`config.mk`:
```
export PLATFORM = sky130hd
export DESIGN_NAME = pet2001_keyseq
export DESIGN_NICKNAME = d
export VERILOG_FILES = /design/src/rtl/pet2001_keyseq.sv
export SDC_FILE = /design/constraint.sdc
export NUM_CORES = 1
export LEC_CHECK = 0
export CELL_PAD_IN_SITES_DETAIL_PLACEMENT = 0
export CELL_PAD_IN_SITES_GLOBAL_PLACEMENT = 1
export CORE_AREA = 10 10 135 106
export CTS_BUF_LIST = sky130_fd_sc_hd__clkbuf_2 sky130_fd_sc_hd__clkbuf_4 sky130_fd_sc_hd__clkbuf_8
export DETAILED_ROUTE_END_ITERATION = 8
export DIE_AREA = 0 0 145 116
export PLACE_DENSITY = 0.85
export SLEW_MARGIN = 20
export SYNTH_ARGS = -nofsm -noshare
export SYNTH_HDL_FRONTEND = slang
export SYNTH_SLANG_ARGS = --single-unit
```
`constraint.sdc`:
```
create_clock -name clk -period 3 [get_ports clk]
set_clock_uncertainty 0.1 [all_clocks]
set_input_delay 0.6 -clock clk [delete_from_list [all_inputs] [get_ports clk]]
set_output_delay 0.6 -clock clk [all_outputs]
set_load 0.02 [all_outputs]
```
`src/rtl/pet2001_keyseq.sv`:
```
// PET keyboard keystroke sequencer: two requesters arbitrated round-robin into a
// type-ahead FIFO, each event replayed as a timed shift/press/gap on the key matrix.
module pet2001_keyseq #(
    parameter int FIFO_AW      = 3,
    parameter int CNT_W        = 22,
    parameter int SHIFT_CYCLES = 500000,
    parameter int HOLD_CYCLES  = 2500000,
    parameter int GAP_CYCLES   = 1500000,
    parameter int SHIFT_ROW    = 8,
    parameter int SHIFT_COL    = 0
) (
    input  logic               clk,
    input  logic               reset_n,
    input  logic               a_valid,
    input  logic [7:0]         a_code,
    output logic               a_ready,
    input  logic               b_valid,
    input  logic [7:0]         b_code,
    output logic               b_ready,
    input  logic               flush,
    input  logic               pause,
    input  logic [3:0]         keyrow,
    output logic [7:0]         keyin,
    output logic               busy,
    output logic [FIFO_AW:0]   level
);

    localparam int DEPTH = 1 << FIFO_AW;
    localparam logic [FIFO_AW:0] FULL_LEVEL = (FIFO_AW+1)'(DEPTH);
    localparam logic [CNT_W-1:0] SHIFT_LOAD = CNT_W'(SHIFT_CYCLES - 1);
    localparam logic [CNT_W-1:0] HOLD_LOAD  = CNT_W'(HOLD_CYCLES - 1);
    localparam logic [CNT_W-1:0] GAP_LOAD   = CNT_W'(GAP_CYCLES - 1);
    localparam logic [3:0]       SHIFT_R    = 4'(SHIFT_ROW);
    localparam logic [2:0]       SHIFT_C    = 3'(SHIFT_COL);
    localparam logic [3:0]       NUM_ROWS   = 4'd10;

    typedef enum logic [1:0] {IDLE, SHIFT, PRESS, GAP} state_t;

    typedef struct packed {
        logic       shift;
        logic [3:0] row;
        logic [2:0] col;
    } key_t;

    // ---------------- arbitration and FIFO ----------------
    logic [7:0]         mem [DEPTH];
    logic [FIFO_AW-1:0] wr_ptr, rd_ptr;
    logic [FIFO_AW:0]   level_q;
    logic               rr_b_q;     // 0: A has priority, 1: B has priority
    logic               full, empty;
    logic               a_push, b_push, push, pop;
    logic [7:0]         push_code;

    state_t           state_q, state_d;
    logic [CNT_W-1:0] timer_q, timer_d;
    key_t             cur_q, cur_d;

    assign full      = (level_q == FULL_LEVEL);
    assign empty     = (level_q == '0);
    assign a_ready   = ~full & ~flush & (~b_valid | ~rr_b_q);
    assign b_ready   = ~full & ~flush & (~a_valid |  rr_b_q);
    assign a_push    = a_valid & a_ready;
    assign b_push    = b_valid & b_ready;
    assign push      = a_push | b_push;
    assign push_code = a_push ? a_code : b_code;
    assign pop       = (state_q == IDLE) & ~empty & ~pause & ~flush;

    // NOTE: FIFO storage has no reset; occupancy is tracked by the pointers, so
    // stale entries are never read and the array can map onto plain RAM.
    always_ff @(posedge clk) begin
        if (push) mem[wr_ptr] <= push_code;
    end

    // NOTE: sequential state uses non-blocking assignments only, so every
    // register samples its inputs from before the clock edge.
    always_ff @(posedge clk or negedge reset_n) begin
        if (!reset_n) begin
            wr_ptr  <= '0;
            rd_ptr  <= '0;
            level_q <= '0;
            rr_b_q  <= 1'b0;
        end else if (flush) begin
            wr_ptr  <= '0;
            rd_ptr  <= '0;
            level_q <= '0;
        end else begin
            if (push) wr_ptr <= wr_ptr + FIFO_AW'(1);
            if (pop)  rd_ptr <= rd_ptr + FIFO_AW'(1);
            case ({push, pop})
                2'b10:   level_q <= level_q + (FIFO_AW+1)'(1);
                2'b01:   level_q <= level_q - (FIFO_AW+1)'(1);
                default: level_q <= level_q;
            endcase
            if (a_push)      rr_b_q <= 1'b1;
            else if (b_push) rr_b_q <= 1'b0;
        end
    end

    // ---------------- sequencer FSM ----------------
    always_ff @(posedge clk or negedge reset_n) begin
        if (!reset_n) begin
            state_q <= IDLE;
            timer_q <= '0;
            cur_q   <= '0;
        end else begin
            state_q <= state_d;
            timer_q <= timer_d;
            cur_q   <= cur_d;
        end
    end

    // NOTE: every output of this block gets a default first, so no path leaves
    // a variable unassigned and no latch is inferred.
    always_comb begin
        state_d = state_q;
        timer_d = timer_q;
        cur_d   = cur_q;
        if (flush) begin
            state_d = IDLE;
            timer_d = '0;
        end else if (!pause) begin
            case (state_q)
                IDLE: begin
                    if (pop) begin
                        cur_d = key_t'(mem[rd_ptr]);
                        if (cur_d.shift) begin
                            state_d = SHIFT;
                            timer_d = SHIFT_LOAD;
                        end else begin
                            state_d = PRESS;
                            timer_d = HOLD_LOAD;
                        end
                    end
                end
                SHIFT: begin
                    if (timer_q == '0) begin
                        state_d = PRESS;
                        timer_d = HOLD_LOAD;
                    end else begin
                        timer_d = timer_q - CNT_W'(1);
                    end
                end
                PRESS: begin
                    if (timer_q == '0) begin
                        state_d = GAP;
                        timer_d = GAP_LOAD;
                    end else begin
                        timer_d = timer_q - CNT_W'(1);
                    end
                end
                GAP: begin
                    if (timer_q == '0) state_d = IDLE;
                    else               timer_d = timer_q - CNT_W'(1);
                end
                default: state_d = IDLE;
            endcase
        end
    end

    // ---------------- matrix response ----------------
    logic       shift_held, key_held;
    logic [7:0] keyin_d, keyin_q;

    assign shift_held = (state_q == SHIFT) | ((state_q == PRESS) & cur_q.shift);
    // Rows 10..15 do not exist on the matrix, so such events only pace the queue.
    assign key_held   = (state_q == PRESS) & (cur_q.row < NUM_ROWS);

    always_comb begin
        keyin_d = 8'hFF;
        if (keyrow < NUM_ROWS) begin
            if (shift_held && keyrow == SHIFT_R)  keyin_d[SHIFT_C]   = 1'b0;
            if (key_held   && keyrow == cur_q.row) keyin_d[cur_q.col] = 1'b0;
        end
    end

    always_ff @(posedge clk or negedge reset_n) begin
        if (!reset_n) keyin_q <= 8'hFF;
        else          keyin_q <= keyin_d;
    end

    assign keyin = keyin_q;
    assign busy  = ~empty | (state_q != IDLE);
    assign level = level_q;

endmodule

```
==> run_results.csv <==
group,metric,value,unit
setup_path,cp.arrival,2.10,ns
clock_tree,htreeDepth,4,
sta,min_period,2.80,ns
sta,setup_tns,0,ns
power_and_ir_drop,p_leak,0.00251,uW
yosys,async_flop_share,0.443,
yosys,yosysTopAreaCell,"edfxtp_1",
sta,finalHoldViolCount,0,
yosys,synthTopCellsByArea,"edfxtp_1 35%, dfrtp_1 19%, mux4_2 6.5%, dfstp_2 3.8%, nor2_1 2.9%",
setup_path,start_kind,"flip-flop",
power_and_ir_drop,ir_worst_vdd,0.807,mV
yosys,syn_avg_cell_area,12.6,um^2
clock_tree,clockRootBuffer,"clkbuf_8",
cells_and_area,nNetsFinal,544,
placed_design,dp_cells,650,
setup_path,cpPeakStageDelay,0.56,ns
floorplanning,fp.dieW,145,um
cells_and_area,drive_gt1_frac,0.208,
drt,dr.pass1.iters,4,
grt,grt_util_met3,0.0425,
floorplanning,dieArea,0.0168,mm^2
grt,grt_pass1_wl,20000,um
cells_and_area,syn2layout_area_growth,20.4,%
drt,drtIter0Drc,380,
placed_design,port_buffers,40,
sta,rsz0062_at_grt,"no",
setup_path,path_class,"flip-flop to primary output",
drt,num_vias,3877,
drt,avgRoutedWirePerCell,18.3,um
drt,via_per_inst,5.68,
floorplanning,start_util,0.483,
yosys,ys_seq_elements,115,
yosys,synth_warnings,0,
cells_and_area,num-fill-cells,929,
clock_tree,tritoncts,"done",
drt,ant_nets,0,
yosys,synth-edff-count,64,
clock_tree,clk_pin_slew,0.07,ns
sta,tightest_slew,0.650,ns
cells_and_area,final_util,0.581,
placed_design,dpl.hpwl,8890,um
sta,min_period_over_period,0.933,
floorplanning,chipHeight,116,um
yosys,synth.yosys.seq_area_share,0.576,
floorplanning,io_pins,41,
yosys,synthCells,443,
clock_tree,clock_latency,0.42,ns
grt,use_met1,0.203,
grt,met2_usage,0.228,
clock_tree,clock_path_buffers,2,
clock_tree,cts.sinks,115,
grt,antenna_found_initial,1,
sta,slew_headroom,0.561,
yosys,netlist_area,0.00557,mm^2
cells_and_area,multiInputGateArea,0.00220,mm^2
yosys,yosysTopAreaCellShare,0.345,
clock_tree,hold_buffers,0,
yosys,yosysMostFrequentCell,"edfxtp_1",
setup_path,cp_cell_sequence,"nor4_1 -> nand2_1 -> clkdlybuf4s50_1",
power_and_ir_drop,power,6780,uW
sta,setup_viol,0,
drt,drc,0,
floorplanning,core,0.0115,mm^2
power_and_ir_drop,cellPowerDensity,1010,mW/mm^2
setup_path,critPathCaptureType,"primary output",
flow_run,maxCapViolCount,0,
clock_tree,cts_setup_buffers,0,
yosys,netlist_top_cells_count,"64 x edfxtp_1, 43 x dfrtp_1, 43 x nor2_1",
sta,fmax,0.357,GHz
setup_path,cp_max_fo,6,
yosys,ys.flop_type,"edfxtp_1",
cells_and_area,fin_area,0.00670,mm^2
yosys,ys_types,64,
sta,drv_slew,0,
grt,grt_pass1_vias,3721,
run_status,status,"finished clean",
drt,routed_wl,12500,um
setup_path,cp_slowest_cell,"clkdlybuf4s50_1",
grt,grt_busiest_layer,"met2",
hold_path,min_path_type,"input port to asynchronous set/reset pin",
cells_and_area,seq_area,0.00321,mm^2
cells_and_area,antenna_cells,0,
floorplanning,rows,34,
placed_design,gp_congestion,0.818,
clock_tree,cts_resized,0,
grt,grt_max_degree,26,
placed_design,place_area,0.00626,mm^2
grt,grt_usage,0.150,
clock_tree,cts-buffers-inserted,17,
cells_and_area,fin_cells,682,
yosys,synthesis.nets,480,
grt,overflow,0,
setup_path,required,2.30,ns
## metrics by stage
stage	setup WS (ns)	hold WS, ns
2_1_floorplan	0.289	0.204
3_3_place_gp	0.145	0.392
3_5_place_dp	0.0739	0.404
4_1_cts	0.154	0.0861
5_1_grt	0.0682	0.112
6_report	0.201	0.0823
## registers in the layout (all words and copies together) (netlist names), 2 cells and up
name     cells
mem         64
timer_q     22
cur_q        8
keyin        8
level        4
rd_ptr       3
wr_ptr       3
state_q      2
## critical path, delay by kind of cell, from the launching register on
kind / cells / cell delay (ns)
AND/OR/NAND/NOR: 2 / 0.65
buffers and inverters: 1 / 0.56
flip-flops: 1 / 0.47
## placed cells by master (no fill, tap or decap), types with 4 or more instances in the layout
cell,n
edfxtp_1,64
nor2_1,43
dfrtp_1,43
clkdlybuf4s50_1,39
buf_4,28
o21ai_0,26
a21oi_1,25
nand2_1,24
clkbuf_8,17
nor3_1,16
mux4_2,16
inv_1,11
nand3_1,11
mux2_2,11
ha_1,10
mux2i_1,9
a31oi_1,8
dfstp_2,8
xor2_1,7
nor4_1,7
nor2b_1,5
a211o_1,5
o41ai_1,5
o31ai_1,5
nand2b_1,4
nor3b_1,4
bufinv_16,4
clkinvlp_4,4
inv_6,4
## power by group
| part | total, uW | internal [uW] | switching, uW |
|---|---|---|---|
| logic | 2920 | 1210 | 1710 |
| registers | 2300 | 1980 | 320 |
| clock network | 1560 | 912 | 648 |
## cell type report
| type | instances | share of cell area |
|---|---|---|
| flip-flops and latches | 115 | 0.479 |
| multi-input cells | 294 | 0.329 |
| repair buffers | 68 | 0.0904 |
| clock buffers | 17 | 0.0349 |
| clock inverters | 15 | 0.0304 |
| well taps | 162 | 0.0303 |
| inverters | 11 | 0.00616 |
## per-layer routing
layer,part of all wire,vias up
met1,0.46,1884
met3,0.073,16
met4,0.011,2
met5,0.0014,-
met2,0.45,152
li1,-,1823
## worst paths after layout
path                          start  slack, ns  cells past startpoint  endpoint
max                        level[1]       0.20                      3      busy
min                         reset_n       0.08                      1  level[1]
max reg2reg                level[1]       0.36                      9  level[3]
min reg2reg                cur_q[2]       0.42                      1  keyin[7]
max in group asynchronous   reset_n       1.99                      2  keyin[6]
min in group clk           cur_q[2]       0.42                      1  keyin[7]
## logic make-up after synthesis
group	after synthesis	share of synthesized area
adders and majority gates	11	0.0261
and+or+nand+nor	140	0.137
xor gates and xnor gates	10	0.0157
AOI/OAI and AO/OA	97	0.114
muxes	36	0.103
DFF	115	0.576
buffers and inverters	34	0.0276
No activity file was read; power rests on OpenSTA's default activity.
